## src/rtl/pairing_pkg.sv

```systemverilog
// Shared types and constants for the pairing core command issuer.
package pairing_pkg;
  typedef logic [3:0] func_t;

  localparam func_t FUNC_SRST = 4'hF;

  typedef enum logic [2:0] {IDLE, LAUNCH, WAIT_END, DRAIN, SRST} issuer_state_t;
endpackage

```

## src/rtl/pairing_cmd_fifo.sv

```systemverilog
// Synchronous command FIFO with registered count/full/empty and a flush input.
module pairing_cmd_fifo
  import pairing_pkg::*;
#(
  parameter int DEPTH = 8
) (
  input  logic  clk,
  input  logic  rst,
  input  logic  push,
  input  logic  pop,
  input  logic  flush,
  input  func_t wdata,
  output func_t rdata,
  output logic  full,
  output logic  empty
);
  localparam int AW = $clog2(DEPTH);

  func_t          mem [DEPTH];
  logic [AW-1:0]  wr_ptr, rd_ptr;
  logic [AW:0]    count, count_next;
  logic           do_push, do_pop;

  // Push is qualified by the registered full flag, so a same-cycle pop never makes room.
  assign do_push = push & ~full;
  assign do_pop  = pop & ~empty;
  assign rdata   = mem[rd_ptr];

  always_comb begin
    count_next = count + (AW+1)'(do_push) - (AW+1)'(do_pop);
  end

  always_ff @(posedge clk or posedge rst) begin
    if (rst) begin
      wr_ptr <= '0;
      rd_ptr <= '0;
      count  <= '0;
      full   <= 1'b0;
      empty  <= 1'b1;
    end else if (flush) begin
      wr_ptr <= '0;
      rd_ptr <= '0;
      count  <= '0;
      full   <= 1'b0;
      empty  <= 1'b1;
    end else begin
      if (do_push) wr_ptr <= wr_ptr + 1'b1;
      if (do_pop)  rd_ptr <= rd_ptr + 1'b1;
      count <= count_next;
      full  <= (count_next == (AW+1)'(DEPTH));
      empty <= (count_next == '0);
    end
  end

  always_ff @(posedge clk) begin
    if (do_push && !flush) mem[wr_ptr] <= wdata;
  end
endmodule

```

## src/rtl/pairing_cmd_issuer.sv

```systemverilog
// Host-side initiator: queues function codes and launches them one at a time on the
// pairing core, with a watchdog, soft reset sequencing and completion reporting.
module pairing_cmd_issuer
  import pairing_pkg::*;
#(
  parameter int FIFO_DEPTH  = 8,
  parameter int TIMEOUT_CYC = 1048576,
  parameter int SWRST_CYC   = 4,
  parameter int CNT_W       = 16
) (
  input  logic             clk,
  input  logic             rst,
  input  logic             cmd_valid,
  output logic             cmd_ready,
  input  logic [3:0]       cmd_func,
  input  logic             soft_reset_req,
  input  logic             err_clr,
  output logic             core_swrst,
  output logic             core_run,
  output logic [3:0]       core_n_func,
  input  logic             core_opstart,
  input  logic             core_busy,
  input  logic             core_endflag,
  output logic             done_valid,
  output logic [3:0]       done_func,
  output logic             timeout_err,
  output logic             idle,
  output logic [CNT_W-1:0] done_count
);
  localparam int WD_W = $clog2(TIMEOUT_CYC) + 1;
  localparam int SR_W = $clog2(SWRST_CYC + 1);

  issuer_state_t   state;
  func_t           code, head;
  logic [WD_W-1:0] wdog;
  logic [SR_W-1:0] srst_cnt;
  logic            srst_is_cmd;
  logic            fifo_full, fifo_empty, push, pop, wd_expired;

  assign push       = cmd_valid & ~fifo_full & ~soft_reset_req;
  assign pop        = (state == IDLE) & ~fifo_empty & ~soft_reset_req;
  assign cmd_ready  = ~fifo_full;
  assign wd_expired = (wdog == WD_W'(TIMEOUT_CYC - 1));

  pairing_cmd_fifo #(.DEPTH(FIFO_DEPTH)) u_fifo (
    .clk   (clk),
    .rst   (rst),
    .push  (push),
    .pop   (pop),
    .flush (soft_reset_req),
    .wdata (cmd_func),
    .rdata (head),
    .full  (fifo_full),
    .empty (fifo_empty)
  );

  always_ff @(posedge clk or posedge rst) begin
    if (rst) begin
      state       <= IDLE;
      code        <= '0;
      wdog        <= '0;
      srst_cnt    <= '0;
      srst_is_cmd <= 1'b0;
      core_swrst  <= 1'b0;
      core_run    <= 1'b0;
      core_n_func <= '0;
      done_valid  <= 1'b0;
      done_func   <= '0;
      timeout_err <= 1'b0;
      idle        <= 1'b1;
      done_count  <= '0;
    end else begin
      done_valid <= 1'b0;
      idle       <= (state == IDLE) && fifo_empty;
      if (err_clr) timeout_err <= 1'b0;

      if (soft_reset_req) begin
        state       <= SRST;
        core_run    <= 1'b0;
        core_swrst  <= 1'b1;
        srst_cnt    <= '0;
        srst_is_cmd <= 1'b0;
      end else begin
        case (state)
          IDLE: if (!fifo_empty) begin
            code <= head;
            if (head == FUNC_SRST) begin
              state       <= SRST;
              core_swrst  <= 1'b1;
              srst_cnt    <= '0;
              srst_is_cmd <= 1'b1;
            end else begin
              state       <= LAUNCH;
              core_run    <= 1'b1;
              core_n_func <= head;
              wdog        <= '0;
            end
          end
          LAUNCH: begin
            wdog <= wdog + 1'b1;
            if (core_opstart) begin
              core_run <= 1'b0;
              if (core_endflag) begin
                state      <= DRAIN;
                done_valid <= 1'b1;
                done_func  <= code;
                done_count <= done_count + 1'b1;
              end else begin
                state <= WAIT_END;
              end
            end else if (wd_expired) begin
              state       <= SRST;
              core_run    <= 1'b0;
              core_swrst  <= 1'b1;
              srst_cnt    <= '0;
              srst_is_cmd <= 1'b0;
              timeout_err <= 1'b1;
            end
          end
          WAIT_END: begin
            wdog <= wdog + 1'b1;
            if (core_endflag) begin
              state      <= DRAIN;
              done_valid <= 1'b1;
              done_func  <= code;
              done_count <= done_count + 1'b1;
            end else if (wd_expired) begin
              state       <= SRST;
              core_swrst  <= 1'b1;
              srst_cnt    <= '0;
              srst_is_cmd <= 1'b0;
              timeout_err <= 1'b1;
            end
          end
          DRAIN: if (!core_busy) state <= IDLE;
          SRST: begin
            // srst_cnt saturates at SWRST_CYC once the reset pulse is complete.
            if (srst_cnt != SR_W'(SWRST_CYC)) begin
              srst_cnt <= srst_cnt + 1'b1;
              if (srst_cnt == SR_W'(SWRST_CYC - 1)) core_swrst <= 1'b0;
            end else if (!core_busy) begin
              state <= IDLE;
              if (srst_is_cmd) begin
                done_valid <= 1'b1;
                done_func  <= FUNC_SRST;
                done_count <= done_count + 1'b1;
              end
              srst_is_cmd <= 1'b0;
            end
          end
          default: state <= IDLE;
        endcase
      end
    end
  end
endmodule

```

## config.mk

```make
export PLATFORM = sky130hd
export DESIGN_NAME = pairing_cmd_issuer
export DESIGN_NICKNAME = d
export VERILOG_FILES = /design/src/rtl/pairing_pkg.sv /design/src/rtl/pairing_cmd_fifo.sv /design/src/rtl/pairing_cmd_issuer.sv
export SDC_FILE = /design/constraint.sdc
export NUM_CORES = 1
export LEC_CHECK = 0
export ABC_AREA = 1
export BUFFER_PORTS_ARGS = -buffer_cell sky130_fd_sc_hd__buf_2
export CORE_ASPECT_RATIO = 1.1
export CORE_MARGIN = 1
export CORE_UTILIZATION = 31
export CTS_CLUSTER_DIAMETER = 150
export CTS_CLUSTER_SIZE = 30
export DETAILED_ROUTE_END_ITERATION = 6
export GPL_TIMING_DRIVEN = 0
export PLACE_DENSITY = 0.47
export SYNTH_ARGS = -nofsm -noshare
export SYNTH_HDL_FRONTEND = slang
export SYNTH_HIERARCHICAL = 1
export SYNTH_SLANG_ARGS = --single-unit
```

## constraint.sdc

```tcl
create_clock -name clk -period 2.51 [get_ports clk]
set_clock_uncertainty 0.05 [all_clocks]
set_input_delay 0.6275 -clock clk [delete_from_list [all_inputs] [get_ports clk]]
set_output_delay 0.6275 -clock clk [all_outputs]
set_load 0.01 [all_outputs]
```

==> impl_metrics.csv <==
group,metric,value,unit
clock_network,max-clock-path-buffers,2,
logic_synthesis,syn-num-nets,740,
global_route,grt_max_degree,62,
timing,min_period_over_period,0.926,
logic_synthesis,syn_inst,716,
logic_synthesis,synthFlopType,"dfrtp_1",
routing,postRouteAntennaNets,0,
floorplan,die_y,145,um
worst_setup_path,worst-path-max-fanout,10,
timing,fmax,0.430,GHz
final_layout,fin_nets,800,
pwr,vdd_drop_max,0.411,mV
routing,dr.pass1.iters,4,
place,gp_congestion,0.853,
logic_synthesis,async_reset_ff_frac,0.695,
routing,via_per_inst,4.58,
global_route,grt_use_total,0.145,
timing,finalHoldViolCount,0,
clock_network,cts.clk_slew.worst_paths,0.08,ns
place,dp_hpwl,9770,um
worst_setup_path,endpoint_kind,"flip-flop",
final_layout,layout_commonest_cell,"nand2_1",
pwr,pwr-share-clk,0.270,
final_layout,fill_cells,1977,
pwr,p_leak,3.11,nW
clock_network,cts_tree,"yes",
floorplan,rows,52,
floorplan,fp.coreArea,18300,um^2
routing,route.vias.total,4694,
floorplan,die_w,132,um
hold_path,hp-class,"in2async",
worst_setup_path,critPathRequiredTime,2.75,ns
final_layout,design_area,6700,um^2
routing,wl_per_cell,12.8,um
global_route,grt_pass1_vias,4726,
place,place_area,6300,um^2
logic_synthesis,avgSynthCellArea,8.07,um^2
pwr,p_int,0.00337,W
clock_network,htreeDepth,3,
worst_setup_path,r2r_cells,12,
worst_setup_path,worstReg2RegStart,"state[2]",
final_layout,final_cell_mix,"206 x nand2_1, 96 x nor2_1, 74 x inv_1",
pwr,p_seq_frac,0.411,
clock_network,cts_root_buf,"clkbuf_16",
worst_setup_path,worstPathArrival,2.56,ns
status,status,"finished clean",
logic_synthesis,synth_warnings,6,
final_layout,areaGrowthSynthToFinish,15.8,%
clock_network,hold_buffers,0,
floorplan,initial_utilization,0.315,
final_layout,diodes,0,
timing,worstMarginPinSlew,0.771,ns
flow_run,maxCapViolations,0,
timing,min_period,2.32,ns
logic_synthesis,seq_area_frac_synth,0.483,
pwr,power.switching,0.00200,W
timing,layout_setup_ws,0.186,ns
clock_network,clkSinkCount,105,
pwr,swShare,0.372,
timing,max_slew_margin,0.486,
worst_setup_path,r2r-end,"u_fifo/empty",
floorplan,design.die.area,19200,um^2
global_route,antenna_found_initial,1,
final_layout,drive_gt1_frac,0.186,
timing,rsz0062_at_grt,"false",
worst_setup_path,startpoint_type,"input port",
timing,holdWs,0.280,ns
global_route,overflow,0,
global_route,grt_pass1_wl,22000,um
logic_synthesis,synth_area,5780,um^2
logic_synthesis,synth_edf_count,32,
place,port_buffers,41,
worst_setup_path,rrSetupSlack,0.19,ns
timing,slew_viol_final,0,
clock_network,clk_latency,0.36,ns
floorplan,io_pins,42,
logic_synthesis,yosys.cell_types.count,40,
routing,drc,0,
logic_synthesis,ys_seq_elements,105,
place,pre_cts_slack,-0.538,ns
clock_network,cts_buffers,9,
routing,initialDrtViolationCount,181,
worst_setup_path,crit_type,"in2reg",
pwr,pwr-share-comb,0.319,
routing,routed_wirelength,13200,um
timing,final-setup-viol-count,0,
pwr,powerDensity,802,nW/um^2
==> power groups by stage <==
| stage | clock (W) | combinational (W) | sequential (W) |
|---|---|---|---|
| 4_1_cts | 0.00150 | 0.00163 | 0.00223 |
| 2_1_floorplan | 0 | 0.00112 | 0.00227 |
| 5_1_grt | 0.00155 | 0.00194 | 0.00224 |
| 3_3_place_gp | 0 | 0.00159 | 0.00225 |
| 6_report | 0.00145 | 0.00171 | 0.00220 |
| 3_5_place_dp | 0 | 0.00161 | 0.00226 |
==> critical path, cell delays in order <==
cell and delay (ns):
buf_4 0.17, buf_6 0.16, nor2_2 0.12, nand2_1 0.11, ha_1 0.29, inv_1 0.04
ha_1 0.20, fa_1 0.41, xnor2_2 0.16, nand3_1 0.12, o21bai_1 0.15
==> registers in the layout (all words and copies together) (netlist names), 3 cells and up <==
register,count
u_fifo/rd_ptr,3
u_fifo/mem,32
wdog,21
state,3
done_count,16
u_fifo/count,4
code,4
srst_cnt,3
u_fifo/wr_ptr,3
core_n_func,4
done_func,4
==> metrics by stage <==
| step | total power [W] | util | cells | TNS, ns |
|---|---|---|---|---|
| after global placement | 0.00384 | 0.343 | 1000 | -46.87 |
| after detailed placement | 0.00386 | 0.343 | 1000 | -2.23 |
| after CTS | 0.00536 | 0.361 | 1018 | 0 |
| final | 0.00537 | 0.365 | 1024 | 0 |
| after floorplan | 0.00339 | - | 716 | 0 |
| after global routing | 0.00574 | 0.365 | 1024 | 0 |
==> area by class of cell <==
| cell class | instances | area (um^2) | share of cell area |
|---|---|---|---|
| Sequential cell | 105 | 2790 | 0.417 |
| Multi-Input combinational cell | 514 | 2540 | 0.380 |
| Inverter | 85 | 342 | 0.0510 |
| Tap cell | 243 | 304 | 0.0454 |
| Timing Repair Buffer | 49 | 268 | 0.0400 |
| Clock buffer | 9 | 225 | 0.0336 |
| Buffer | 12 | 145 | 0.0217 |
| Clock inverter | 7 | 75.1 | 0.0112 |
==> worst max-delay path by stage <==
stage / start / endpoint / slack (ns) / cells past startpoint
2_1_floorplan: soft_reset_req / u_fifo/empty / 0.02 / 12
3_3_place_gp: rst / done_count[10] / -0.75 / 2
3_5_place_dp: soft_reset_req / u_fifo/empty / -0.54 / 13
4_1_cts: soft_reset_req / u_fifo/empty / 0.001 / 13
5_1_grt: state[1] / u_fifo/empty / 0.004 / 12
6_report: soft_reset_req / u_fifo/empty / 0.19 / 11
==> per-layer routing <==
layer | vias to the layer above | GRT usage | share of wire
met1 | 2202 | 0.170 | 0.44
met2 | 71 | 0.256 | 0.50
met5 | - | 0 | 0.00076
met3 | 17 | 0.0377 | 0.044
met4 | 2 | 0.0466 | 0.015
li1 | 2402 | - | -
==> logic make-up after synthesis <==
group | synth area share
compound gates | 0.0628
xor+xnor | 0.0303
fa+ha+maj | 0.0273
buf+inv | 0.0814
flops | 0.483
simple gates | 0.316
==> cell usage after synthesis (4+ instances only) <==
master | count | area (um^2)
o21ai_0 | 19 | 95.1
xor2_1 | 13 | 114
nand2_2 | 16 | 100
nand2_1 | 207 | 777
inv_2 | 5 | 18.8
o21ai_1 | 17 | 85.1
buf_6 | 6 | 67.6
edfxtp_1 | 32 | 961
nor2_2 | 15 | 93.8
nor2_1 | 97 | 364
o21ai_2 | 7 | 61.3
nor3_1 | 11 | 55.1
ha_1 | 11 | 138
nand4_1 | 17 | 106
xnor2_1 | 7 | 61.3
dfrtp_1 | 71 | 1780
nand3_1 | 41 | 205
a21oi_1 | 17 | 85.1
inv_1 | 77 | 289
or2_2 | 4 | 25.0
==> what timing repair did <==
item,CTS,global route
setup endpoints to repair,2,12
resized for setup,3,13
pin swaps,3,2
buffers inserted,2,6
endpoints found under the hold margin,0,0
No activity file was read; power rests on OpenSTA's default activity.
